**src/rtl/pc_fetch.sv**
```systemverilog
// Program counter and fetch stage for the picoMIPS core: drives program memory, registers the IR.
// Optional build macro PC_OVF_TRAP_EN: halt instead of wrapping when sequential fetch passes the top word.
module pc_fetch #(
  parameter int Psize = 6,
  parameter int Isize = 17,
  parameter int Csize = 16
) (
  input  logic             clk,
  input  logic             reset,
  input  logic             stall,
  input  logic             abs_branch,
  input  logic             rel_branch,
  input  logic [Psize-1:0] branch_addr,
  input  logic [Psize-1:0] rel_offset,
  input  logic [Isize-1:0] instr,
  output logic [Psize-1:0] address,
  output logic [Isize-1:0] ir,
  output logic [Psize-1:0] ir_pc,
  output logic             ir_valid,
  output logic             halted,
  output logic [Csize-1:0] fetch_count
);

  logic             take;
  logic [Psize-1:0] target;
  logic [Csize-1:0] count_inc;

  // Bubbles never branch; absolute wins when both branch kinds are decoded.
  always_comb begin
    take      = ir_valid & (abs_branch | rel_branch);
    target    = abs_branch ? branch_addr : ir_pc + rel_offset;
    count_inc = (&fetch_count) ? fetch_count : fetch_count + 1'b1;
  end

  always_ff @(posedge clk or posedge reset) begin
    if (reset) begin
      address     <= '0;
      ir          <= '0;
      ir_pc       <= '0;
      ir_valid    <= 1'b0;
      halted      <= 1'b0;
      fetch_count <= '0;
    end else if (!halted && !stall) begin
      if (take) begin
        // Flush the wrong-path instruction; branch-to-self parks the core.
        address  <= target;
        ir       <= '0;
        ir_valid <= 1'b0;
        if (target == ir_pc)
          halted <= 1'b1;
      end else begin
        ir          <= instr;
        ir_pc       <= address;
        ir_valid    <= 1'b1;
        fetch_count <= count_inc;
`ifdef PC_OVF_TRAP_EN
        if (&address)
          halted <= 1'b1;
        else
          address <= address + 1'b1;
`else
        address <= address + 1'b1;
`endif
      end
    end
  end

endmodule

```
**config.mk**
```make
export PLATFORM = sky130hd
export DESIGN_NAME = pc_fetch
export DESIGN_NICKNAME = d
export VERILOG_FILES = /design/src/rtl/pc_fetch.sv
export SDC_FILE = /design/constraint.sdc
export NUM_CORES = 1
export LEC_CHECK = 0
export BUFFER_PORTS_ARGS = -buffer_cell sky130_fd_sc_hd__buf_2
export CORE_MARGIN = 2
export CORE_UTILIZATION = 40
export DETAILED_ROUTE_END_ITERATION = 8
export GPL_TIMING_DRIVEN = 0
export PLACE_DENSITY = 0.63
export SLEW_MARGIN = 10
export SYNTH_ARGS = -nofsm -noshare
export SYNTH_HDL_FRONTEND = slang
export SYNTH_SLANG_ARGS = --single-unit
```
**constraint.sdc**
```tcl
create_clock -name clk -period 2.9 [get_ports clk]
set_input_delay 0.58 -clock clk [delete_from_list [all_inputs] [get_ports clk]]
set_output_delay 0.58 -clock clk [all_outputs]
set_load 0.05 [all_outputs]
```
# [After elaboration in Yosys (flattened, before gate mapping)]
# Cells that the tools add are included.
[op_classes] add_sub_neg=3 shifts=0 magnitude_cmp=0 n_reduce_logical=7 div_mod_pow=0 muxes=4 eq_ne=1 mul=0 bitwise=4
[op_table] op="$mux W17" count=1
[op_table] op="$add A16 B1 Y16 const B" count=1
[op_table] op="$reduce_and A16 Y1" count=1
[op_table] op="$mux W6" count=2
[op_table] op="$add A6 B1 Y6 const B" count=1
[op_table] op="$add A6 B6 Y6" count=1
[op_table] op="$eq A6 B6 Y1" count=1
[op_table] op="$reduce_and A3 Y1" count=2
[op_table] op="$logic_not A1 Y1" count=2
[op_table] op="$not A1 Y1" count=2
[op_table] op="$reduce_and A2 Y1" count=1
[op_table] op="$and A1 B1 Y1" count=1
[op_table] op="$logic_and A1 B1 Y1" count=1
[op_table] op="$mux W1" count=1
[op_table] op="$or A1 B1 Y1" count=1
[totals] latchBits=0 regBits=47 out_inout_bits=47 mem_bits_rw=0 inputBits=34 n_memories=0 romBits=0

# [Logic depth before layout (Yosys ltp)]
# Gate-level depths: netlist of the first run.
[logic_depth] depth_word=4 depth_mapped=7

# [Worst setup path after synthesis of the first run]
# OpenSTA, ideal clock, no wires.
[synth_timing] path_kind="register to register" startpoint="register ir_pc[0]" endpoint="register halted" slack_ns=0.569 arrival_ns=2.227 n_path_buf=0 period_less_slack_ns=2.331 path_stages_with_launch=8 cell_sequence="dfrtp_1 -> ha_1 -> fa_1 -> a21oi_1 -> mux2i_1 -> o21ai_0 -> xor2_1 -> o41ai_2"
[synth_between] elab_chain_len=4
[synth_lines] item="from (decl)" line="18" source="output logic [Psize-1:0] ir_pc,"
[synth_lines] item="from (signal assigned)" line="53" source="ir_pc <= address;"
[synth_lines] item="$add A6 B6 Y6" line="31" source="target = abs_branch ? branch_addr : ir_pc + rel_offset;"
[synth_lines] item="$mux W6" line="31"
[synth_lines] item="$eq A6 B6 Y1 *" line="49" source="if (target == ir_pc)"
[synth_lines] item="$reduce_and A3 Y1 (no line) *"
[synth_lines] item="to (signal assigned)" line="41" source="halted <= 1'b0;"
[synth_lines] item="to (signal assigned)" line="50" source="halted <= 1'b1;"
[synth_lines] item="to (decl)" line="20" source="output logic halted,"
# Every way passes the cells marked *; elsewhere a longest branch is shown, timed or not.
# A chain may end at the register's enable or synchronous reset.

# [Worst setup path in the final report of the first run]
# Ends and elaborated chain as after synthesis.

==> reports/metrics.csv, run 1 <==
stage;metric;value;unit
cells_and_area;area_growth;26.85;%
yosys;syn-mean-instance-area;10.88;um2
power;powerDensity;461.9;nW/um2
worst_setup_path;reg2reg_depth;7;
sta;post-route-period-util;78.61;%
yosys;syn-cell-area;2405;um2
sta;slew_headroom;69.23;%
detailed_routing;drtIter0Drc;90;
sta;max_freq;438.6;MHz
placement;dpl.cell_count;376;
cells_and_area;multi_input_area;1171;um2
yosys;synthFlopType;dfrtp_1;
power;cellLeakagePower;1.540;nW
placement;hpwl;4033;um
worst_setup_path;worst-path-max-fanout;4;
worst_setup_path;crit_path_end_kind;flip-flop;
floorplanning;start_util;41.10;%
floorplanning;placementRows;28;
yosys;synthArstFlopShare;100.0;%
floorplanning;ios;81;
detailed_routing;wire_per_inst;13.77;um
cells_and_area;drive_above_1_share;34.30;%
global_route;grt_pass1_wl;8804;um
yosys;synth_edf_count;0;
worst_setup_path;path_class;flip-flop to flip-flop;
yosys;synth_warnings;0;
worst_setup_path;critPathRequiredTime;3.10;ns
sta;fin_ws;0.6203;ns
detailed_routing;final_antenna_net_count;0;
floorplanning;core-area;5851;um2
worst_setup_path;crit_path_start_kind;flip-flop;
clocking;path_clk_slew;0.08;ns
global_route;grt_max_degree;40;
clocking;clock_path_buffers;2;
yosys;synth_nets;263;
yosys;ys_seq_elements;47;
global_route;antenna_found_initial;0;
sta;slew_violations;0;
sta;hold_viol;0;
cells_and_area;utilization;52.14;%
detailed_routing;vias;1964;
clocking;cts_max_level;2;
detailed_routing;dr.pass1.iters;4;
power;max-vdd-ir-drop;0.0003300;V
worst_setup_path;timing.rr.start;ir_pc[0];
sta;setup_violations;0;
clocking;cts-root-buf;clkbuf_8;
worst_setup_path;cp_data_arrival_time;2.48;ns
clocking;postCtsSetupBuffers;0;
clocking;clk_latency;0.30;ns
sta;period_minus_slack;2.280;ns
sta;finalSetupTns;0;ns
clocking;cts_resized;0;
floorplanning;dieHeight;81.54;um
global_route;grt_pass1_vias;1876;
floorplanning;fp.dieArea;6648;um2
cells_and_area;antenna_cells;0;
cells_and_area;fill_cells;576;
cells_and_area;nets;350;
detailed_routing;route.detailed.drc;0;
placement;io_buffers;79;
floorplanning;die_w;81.54;um
sta;finClkSkew;0.005301;ns
cells_and_area;regArea;1176;um2
min_path;worst_hold_path_type;input pin to asynchronous set/reset pin;
global_route;gr-total-overflow;0;
global_route;grt_usage;17.22;%
clocking;cts_tree;done;
detailed_routing;vias_per_cell;5.115;
yosys;synthCells;221;
detailed_routing;wl;5289;um
placement;gp_congestion;0.7708;
clocking;cts_hold_buf;0;
sta;worst_pin_slew;0.4615;ns
status;status;completed;
worst_setup_path;r2r_end;halted;
worst_setup_path;r2r_slack;0.62;ns
flow_run;max_cap_violations;0;
clocking;cts_sinks;47;
sta;rsz0062_at_grt;no;
yosys;ys_seq_area_share;48.91;%
clocking;cts_buffers;5;
cells_and_area;fin_cells;384;
yosys;ys_types;48;
placement;place_ws;0.3735;ns
[final cells by class]
type,instances,share of cell area (%)
Buffer,7,1.395
Timing Repair Buffer,80,13.62
Clock buffer,5,2.256
Inverter,4,0.4922
Sequential cell,47,38.56
Multi-Input combinational cell,163,38.39
Clock inverter,3,2.215
Tap cell,75,3.076
[logic make-up after synthesis]
family                   synth area share [%]
flip-flops                              48.91
AO/OA/AOI/OAI                           15.19
multiplexers                            2.757
adder cells (fa/ha/maj)                 4.474
XOR/XNOR                                8.013
buffers and inverters                   2.393
AND/OR/NAND/NOR                         18.26
[where the power goes]
part | internal (W) | switching, W | leakage (nW)
clock | 0.000344 | 0.000217 | 0.0644
sequential | 0.000670 | 0.0000114 | 0.622
combinational | 0.0000573 | 0.000109 | 0.854
total | 0.00107 | 0.000338 | 1.54
[how the worst max path moves through the flow]
stage                  end           from  cells past startpoint
floorplan           halted       ir_pc[0]                      7
global placement    halted  rel_offset[0]                      8
detailed placement  halted  rel_offset[0]                      8
global route        halted       ir_pc[0]                      7
CTS                 halted       ir_pc[0]                      7
finish              halted       ir_pc[0]                      7
[layout by cell type, fill, tap and decap left out, types with 3 or more instances in the layout]
cell	synthesis	final
buf_2	1	80
dfrtp_1	47	47
nand2_1	33	33
a22o_1	17	17
xnor2_1	15	15
nand3_1	8	8
o21ai_0	7	7
nor2_1	7	7
xor2_1	7	7
nand4_1	7	7
ha_1	7	7
clkbuf_8	0	5
clkbuf_1	4	4
mux2i_1	3	3
inv_1	4	3
and3_1	3	3
nor3_1	3	3
and2_1	3	3
a21oi_1	3	3
[layer usage]
metal | global-route usage (%) | vias to the layer above | wire (um)
met5 | 0 | - | 0
met4 | 5.763 | 0 | 57
met3 | 3.846 | 6 | 335
met2 | 28.03 | 55 | 2461
met1 | 22.74 | 934 | 2434
li1 | - | 969 | -
[through the flow]
stage | cell area, um2 | power, W | hold WS, ns
2_1_floorplan | 2405 | 0.0008065 | 0.7127
3_3_place_gp | 2894 | 0.0008575 | 0.4789
3_5_place_dp | 2914 | 0.0008633 | 0.4815
4_1_cts | 3050 | 0.001427 | 0.1860
5_1_grt | 3050 | 0.001466 | 0.1899
6_report | 3050 | 0.001409 | 0.1868
[cell usage after synthesis, types with 2 or more instances]
| cell type | count | area [um2] |
|---|---|---|
| a21o_1 | 2 | 15.01 |
| a21oi_1 | 3 | 15.01 |
| a22o_1 | 17 | 148.9 |
| and2_1 | 3 | 18.77 |
| and3_1 | 3 | 18.77 |
| and3b_1 | 2 | 17.52 |
| and4_1 | 2 | 17.52 |
| buf_6 | 2 | 22.52 |
| clkbuf_1 | 4 | 15.01 |
| dfrtp_1 | 47 | 1176 |
| ha_1 | 7 | 87.58 |
| inv_1 | 4 | 15.01 |
| mux2_2 | 2 | 22.52 |
| mux2i_1 | 3 | 30.03 |
| nand2_1 | 33 | 123.9 |
| nand3_1 | 8 | 40.04 |
| nand4_1 | 7 | 43.79 |
| nor2_1 | 7 | 26.28 |
| nor2_2 | 2 | 12.51 |
| nor2b_1 | 2 | 12.51 |
| nor3_1 | 3 | 15.01 |
| nor3_2 | 2 | 20.02 |
| nor4_1 | 2 | 12.51 |
| o211ai_1 | 2 | 15.01 |
| o21a_1 | 2 | 15.01 |
| o21ai_0 | 7 | 35.03 |
| o221ai_1 | 2 | 17.52 |
| xnor2_1 | 15 | 131.4 |
| xor2_1 | 7 | 61.31 |
[sequential cells by signal, summed over array words and instances (netlist names)]
signal,flops
ir,17
fetch_count,16
address,6
ir_pc,6
halted,1
ir_valid,1
[critical path, cell delays in order, from the launching register on]
cell and delay, ns:
dfrtp_1 0.42, ha_1 0.23, fa_1 0.41, a21oi_1 0.24, mux2i_1 0.20, o21ai_0 0.15
xor2_1 0.19, o41ai_2 0.34
Note: power is estimated with default switching activity, not from simulation.
==> run 2, diff against run 1 <==
--- a/config.mk
+++ b/config.mk
@@ -5,12 +5,13 @@
 export SDC_FILE = /design/constraint.sdc
 export NUM_CORES = 1
 export LEC_CHECK = 0
+export ABC_AREA = 1
 export BUFFER_PORTS_ARGS = -buffer_cell sky130_fd_sc_hd__buf_2
 export CORE_MARGIN = 2
 export CORE_UTILIZATION = 40
 export DETAILED_ROUTE_END_ITERATION = 8
 export GPL_TIMING_DRIVEN = 0
-export PLACE_DENSITY = 0.63
+export PLACE_DENSITY = 0.65
 export SLEW_MARGIN = 10
 export SYNTH_ARGS = -nofsm -noshare
 export SYNTH_HDL_FRONTEND = slang
==> constraint.sdc (replaced) <==
create_clock -name clk -period 1.9 [get_ports clk]
set_input_delay 0.38 -clock clk [delete_from_list [all_inputs] [get_ports clk]]
set_output_delay 0.38 -clock clk [all_outputs]
set_load 0.05 [all_outputs]
==> reports/metrics.csv, run 2 <==
stage;metric;value;unit;change
status;status;finished, violations left;;
status;violations;negative setup slack;;
clocking;clock_path_buffers;2;;unchanged
yosys;synthFlopType;dfrtp_1;;
power;powerDensity;651.6;nW/um2;+41%
cells_and_area;layout_common_cells;buf_2 (81), nand2_1 (62), dfrtp_1 (44), inv_1 (32), nand3_1 (24);;
floorplanning;placementRows;29;;+3.6%
flow_run;max_cap_violations;0;;unchanged
worst_setup_path;cp_data_arrival_time;2.20;ns;-0.28 ns
cells_and_area;antenna_cells;0;;unchanged
sta;setup_violations;1;;+1
placement;place_ws;-0.1615;ns;-0.5350 ns
detailed_routing;wire_per_inst;12.61;um;-8.5%
yosys;syn-mean-instance-area;9.031;um2;-17%
worst_setup_path;crit_path_start_kind;flip-flop;;
sta;slew_headroom;68.20;%;-1.0 points
sta;rsz0062_at_grt;yes;;
yosys;synthCells;285;;+29%
detailed_routing;drtIter0Drc;170;;+89%
yosys;synth_nets;327;;+24%
yosys;syn-cell-area;2574;um2;+7.0%
detailed_routing;route.detailed.drc;0;;unchanged
cells_and_area;top_regs;ir (17), fetch_count (16);;
yosys;synth_warnings;0;;unchanged
clocking;cts-root-buf;clkbuf_8;;
yosys;synthTopCellsByCount;nand2_1 (62), dfrtp_1 (47), inv_1 (34);;
global_route;grt_pass1_wl;9853;um;+12%
global_route;antenna_found_initial;0;;unchanged
detailed_routing;vias;2245;;+14%
worst_setup_path;worst-path-max-fanout;2;;-2
floorplanning;start_util;41.00;%;-0.10 points
sta;worst_pin_slew;0.4769;ns;+0.01542 ns
placement;io_buffers;79;;unchanged
worst_setup_path;r2r_slack;-0.05;ns;-0.67 ns
floorplanning;die_w;84.22;um;+3.3%
detailed_routing;routed.top_layer;met4;;
cells_and_area;drive_above_1_share;32.35;%;-2.0 points
clocking;cts_tree;done;;
clocking;cts_max_level;2;;unchanged
worst_setup_path;timing.rr.start;ir_pc[0];;
sta;max_freq;512.2;MHz;+17%
detailed_routing;wirelength_met1;2702;um;+11%
yosys;synthArstFlopShare;100.0;%;unchanged
global_route;grt_max_degree;29;;-28%
global_route;gr-total-overflow;0;;unchanged
sta;slew_violations;0;;unchanged
global_route;grt_pass1_vias;2123;;+13%
yosys;synth_area_leaders;dfrtp_1 (46%), nand2_1 (9.0%), a22o_1 (5.8%);;
sta;finalSetupTns;-0.05253;ns;-0.05253 ns
yosys;yosys.area.top_type;dfrtp_1;;
yosys;ys_types;35;;-27%
yosys;synth_edf_count;0;;unchanged
placement;placed_cell_area;3092;um2;+6.1%
global_route;grt_usage;17.11;%;-0.11 points
floorplanning;dieHeight;84.22;um;+3.3%
sta;hold_viol;0;;unchanged
clocking;cts_buffers;5;;unchanged
sta;period_minus_slack;1.953;ns;-0.3272 ns
cells_and_area;largest_reg_flops;17;;unchanged
yosys;yosysMostFrequentCell;nand2_1;;
power;cellLeakagePower;1.737;nW;+13%
placement;hpwl;4325;um;+7.2%
sta;post-route-period-util;102.8;%;+24 points
worst_setup_path;reg2reg_depth;12;;+5
cells_and_area;final_common_cell;buf_2;;
min_path;worst_hold_path_type;input pin to asynchronous set/reset pin;;
worst_setup_path;path_class;flip-flop to flip-flop;;
floorplanning;ios;81;;unchanged
power;max-vdd-ir-drop;0.0004073;V;+23%
placement;gp_congestion;0.8277;;+7.4%
cells_and_area;final_cell_area;3217;um2;+5.5%
floorplanning;fp.dieArea;7092;um2;+6.7%
yosys;ys_seq_area_share;45.70;%;-3.2 points
cells_and_area;nets;415;;+19%
detailed_routing;wl_met3;278;um;-17%
detailed_routing;vias_per_cell;4.978;;-2.7%
detailed_routing;dr.pass1.iters;5;;+1
yosys;ys_seq_elements;47;;unchanged
yosys;synth_top_area_share;45.70;%;-3.2 points
detailed_routing;final_antenna_net_count;0;;unchanged
worst_setup_path;r2r_end;halted;;
sta;fin_ws;-0.05253;ns;-0.6728 ns
worst_setup_path;critPathRequiredTime;2.15;ns;-0.95 ns
detailed_routing;wl_met2;2670;um;+8.5%
cells_and_area;area_growth;24.99;%;
clocking;path_clk_slew;0.09;ns;about the same
clocking;cts_sinks;47;;unchanged
sta;finClkSkew;0.007346;ns;+0.002045 ns
floorplanning;core-area;6277;um2;+7.3%
detailed_routing;wl;5685;um;+7.5%
worst_setup_path;crit_path_end_kind;flip-flop;;
cells_and_area;regMostFlops;ir;;
clocking;clk_latency;0.30;ns;about the same
worst_setup_path;crit_path_start;ir_pc[0];;
==> run 2: cell count changes in the layout (fill, tap and decap cells not counted), moves of 4 or more <==
cell / change
nor2_1: +11
clkbuf_1: -4
inv_1: +29
nand3_1: +16
nand2_1: +29
xnor2_1: -9
==> run 2: layout make-up <==
cell class	instances	area [um2]
Timing Repair Buffer	81	422.9
Buffer	5	45.04
Tap cell	77	96.34
Sequential cell	47	1180
Clock buffer	7	96.34
Inverter	36	135.1
Fill cell	607	3060
Multi-Input combinational cell	197	1234
Clock inverter	1	7.507
==> run 2: worst max-delay path, stage by stage, from the launching register on <==
cell and delay [ns]:
dfrtp_2 0.44, ha_4 0.17, fa_1 0.49, inv_2 0.05
o21ai_2 0.14, nor2_1 0.06, nor2_1 0.10, nand2_1 0.06
nor2_1 0.10, nand3_1 0.09, nor2_1 0.11, nand2_1 0.06
nand2_1 0.05
==> run 2: where the power goes <==
group          internal, W  switching [W]
Combinational     0.000122       0.000253
Clock             0.000331       0.000329
Sequential         0.00103      0.0000284
Total              0.00149       0.000611
==> run 2: through the flow <==
| stage | util, % | total power [W] | instances | hold WS (ns) |
|---|---|---|---|---|
| 3_5_place_dp | 49.25 | 0.001450 | 442 | 0.4104 |
| 6_report | 51.25 | 0.002096 | 451 | 0.07953 |
| 5_1_grt | 51.25 | 0.002208 | 451 | 0.08958 |
| 2_1_floorplan | - | 0.001339 | 285 | 0.5125 |
| 4_1_cts | 51.25 | 0.002125 | 451 | 0.08092 |
| 3_3_place_gp | 48.93 | 0.001438 | 441 | 0.4852 |
==> run 2: cell families after synthesis <==
| group | Yosys count | synth area share, % |
|---|---|---|
| xor gates and xnor gates | 16 | 6.028 |
| adders and majority gates | 8 | 4.181 |
| AOI/OAI and AO/OA | 40 | 10.60 |
| and+or+nand+nor | 133 | 26.49 |
| DFF | 47 | 45.70 |
| buffers and inverters | 41 | 7.000 |
==> run 2: what timing repair did <==
| action | 4_1_cts | 5_1_grt |
|---|---|---|
| gates resized for setup | 3 | 0 |
| hold buffers | 0 | 0 |
| endpoints found under the setup margin | 1 | 1 |
| buffers inserted | 1 | 0 |
==> run 2: how the worst max path moves through the flow <==
stage	slack (ns)	end	cells after the start
after floorplan	-0.04	halted	12
after global placement	-0.41	fetch_count[0]	2
after CTS	-0.03	halted	12
final	-0.05	halted	12
after global routing	-0.18	halted	12
after detailed placement	-0.16	halted	13
==> run 2: routing by layer <==
metal | GRT usage, % | vias up
met5 | 0 | -
met2 | 27.71 | 60
li1 | - | 1122
met1 | 24.06 | 1060
met4 | 3.959 | 0
met3 | 3.147 | 3
==> run 3, diff against run 2 <==
--- a/config.mk
+++ b/config.mk
@@ -5,7 +5,6 @@
 export SDC_FILE = /design/constraint.sdc
 export NUM_CORES = 1
 export LEC_CHECK = 0
-export ABC_AREA = 1
 export BUFFER_PORTS_ARGS = -buffer_cell sky130_fd_sc_hd__buf_2
 export CORE_MARGIN = 2
 export CORE_UTILIZATION = 40
==> reports/metrics.csv, run 3 (same netlist as run 1, synthesis figures left out) <==
stage;metric;value;unit;change
sta;slew_violations;0;;unchanged
detailed_routing;wire_per_inst;14.02;um;+11%
detailed_routing;dr.pass1.iters;4;;-1
global_route;grt_max_degree;26;;-10%
detailed_routing;route.detailed.drc;0;;unchanged
placement;dpl.cell_count;376;;-15%
placement;io_buffers;79;;unchanged
sta;slew_headroom;66.15;%;-2.1 points
cells_and_area;final_common_cell;buf_2;;
worst_setup_path;endpoint;halted;;
power;max-vdd-ir-drop;0.0005819;V;+43%
clocking;cts_buffers;5;;unchanged
worst_setup_path;r2r_slack;-0.11;ns;-0.06 ns
cells_and_area;fin_cells;387;;-14%
clocking;cts_tree;done;;
global_route;grt_usage;16.46;%;-0.66 points
floorplanning;ios;81;;unchanged
cells_and_area;regMostFlops;ir;;
placement;gp_congestion;0.7618;;-8.0%
detailed_routing;vias_per_cell;5.072;;+1.9%
floorplanning;core-area;5851;um2;-6.8%
detailed_routing;wl;5426;um;-4.6%
cells_and_area;antenna_cells;0;;unchanged
sta;hold_viol;0;;unchanged
worst_setup_path;crit_path_end_kind;flip-flop;;
worst_setup_path;r2r_end;halted;;
global_route;antenna_found_initial;0;;unchanged
clocking;clk_latency;0.29;ns;about the same
detailed_routing;final_antenna_net_count;0;;unchanged
min_path;worst_hold_path_type;input pin to asynchronous set/reset pin;;
status;status;finished, violations left;;
clocking;clock_path_buffers;2;;unchanged
sta;period_minus_slack;2.010;ns;+0.05721 ns
detailed_routing;drtIter0Drc;98;;-42%
placement;placed_cell_area;2959;um2;-4.3%
worst_setup_path;reg2reg_depth;7;;-5
cells_and_area;layout_common_cells;buf_2 (80), dfrtp_1 (36), nand2_1 (33), a22o_1 (17), xnor2_1 (14);;
cells_and_area;area_growth;29.40;%;
sta;post-route-period-util;105.8;%;+3.0 points
floorplanning;start_util;41.10;%;+0.10 points
worst_setup_path;timing.rr.start;ir_pc[0];;
detailed_routing;vias;1963;;-13%
clocking;cts_max_level;2;;unchanged
floorplanning;die_w;81.54;um;-3.2%
cells_and_area;final_cell_area;3112;um2;-3.3%
worst_setup_path;worst-path-max-fanout;2;;unchanged
placement;hpwl;4138;um;-4.3%
status;violations;negative setup slack;;
worst_setup_path;crit_path_start;ir_pc[0];;
global_route;grt_pass1_wl;8549;um;-13%
clocking;path_clk_slew;0.08;ns;about the same
flow_run;max_cap_violations;0;;unchanged
sta;setup_violations;1;;unchanged
cells_and_area;top_regs;ir (17), fetch_count (16);;
floorplanning;dieHeight;81.54;um;-3.2%
global_route;gr-total-overflow;0;;unchanged
floorplanning;placementRows;28;;-3.4%
floorplanning;fp.dieArea;6648;um2;-6.3%
power;cellLeakagePower;1.542;nW;-11%
clocking;cts-root-buf;clkbuf_8;;
worst_setup_path;path_class;flip-flop to flip-flop;;
cells_and_area;largest_reg_flops;17;;unchanged
cells_and_area;nets;353;;-15%
clocking;cts_sinks;47;;unchanged
worst_setup_path;crit_path_start_kind;flip-flop;;
power;powerDensity;602.2;nW/um2;-7.6%
placement;place_ws;-0.2037;ns;-0.04215 ns
worst_setup_path;critPathRequiredTime;2.09;ns;-0.06 ns
worst_setup_path;cp_data_arrival_time;2.20;ns;about the same
sta;max_freq;497.6;MHz;-2.8%
clocking;cts_hold_buf;0;;unchanged
sta;fin_ws;-0.1097;ns;-0.05721 ns
sta;worst_pin_slew;0.5077;ns;+0.03077 ns
cells_and_area;drive_above_1_share;40.71;%;+8.4 points
sta;rsz0062_at_grt;yes;;
global_route;grt_pass1_vias;1879;;-11%
sta;finalSetupTns;-0.1097;ns;-0.05721 ns
sta;finClkSkew;0.01196;ns;+0.004610 ns
==> run 3: cell count changes in the layout (fill, tap and decap cells not counted), sizes merged, moves of 4 or more <==
cell    delta
clkbuf     +5
inv       -32
mux2i      +4
nand2     -33
nand3     -18
nor2      -13
o21ai      -4
xnor2      +7
==> run 3: power by group <==
part           switching (W)  internal, W  total, W
registers          0.0000173      0.00102   0.00104
clock network       0.000303     0.000262  0.000565
logic               0.000173    0.0000951  0.000268
==> run 3: per-stage QoR <==
step | power [W] | hold WS (ns) | util [%]
floorplan | 0.001233 | 0.5127 | -
global placement | 0.001311 | 0.4729 | 50.24
detailed placement | 0.001321 | 0.4401 | 50.58
CTS | 0.001893 | 0.1169 | 52.48
global route | 0.001962 | 0.1395 | 53.19
finish | 0.001874 | 0.1043 | 53.19
==> run 3: final cells by class <==
cell class | count | area, um2
flip-flops and latches | 47 | 1190
inverters | 4 | 15.01
fillers | 559 | 2739
clock buffers | 8 | 80.08
repair buffers | 83 | 437.9
plain buffers | 7 | 45.04
well taps | 75 | 93.84
multi-input cells | 163 | 1250
==> run 3: worst max-delay path, cell delays in order, from the launching register on <==
cell      delay [ns]
dfrtp_2         0.43
ha_4            0.17
fa_2            0.54
mux2i_4         0.08
xnor2_1         0.13
nor3_2          0.12
o211ai_1        0.13
o41ai_2         0.31
==> run 3: worst min path at each step <==
stage	start	to	slack (ns)	cells after the start
CTS	reset	ir[4]	0.12	2
global route	reset	ir[12]	0.14	2
finish	reset	ir[12]	0.10	2
global placement	fetch_count[10]	fetch_count[10]	0.47	1
floorplan	instr[0]	ir[0]	0.51	1
detailed placement	reset	ir[12]	0.44	2
==> run 3: layer usage <==
layer | wire length [um] | global-route usage [%] | share of wire [%] | vias up
li1 | - | - | - | 972
met1 | 2514 | 22.91 | 46 | 931
met2 | 2574 | 26.15 | 47 | 54
met3 | 283 | 3.077 | 5.2 | 6
met4 | 54 | 4.915 | 1.0 | 0
met5 | 0 | 0 | 0 | -
==> run 3: timing repair <==
| item | CTS | global route |
|---|---|---|
| hold endpoints to repair | 0 | 0 |
| buffers inserted | 2 | 1 |
| cloned | 0 | 0 |
| setup endpoints to repair | 1 | 16 |
| pin swaps | 3 | 2 |
| resized for setup | 4 | 8 |
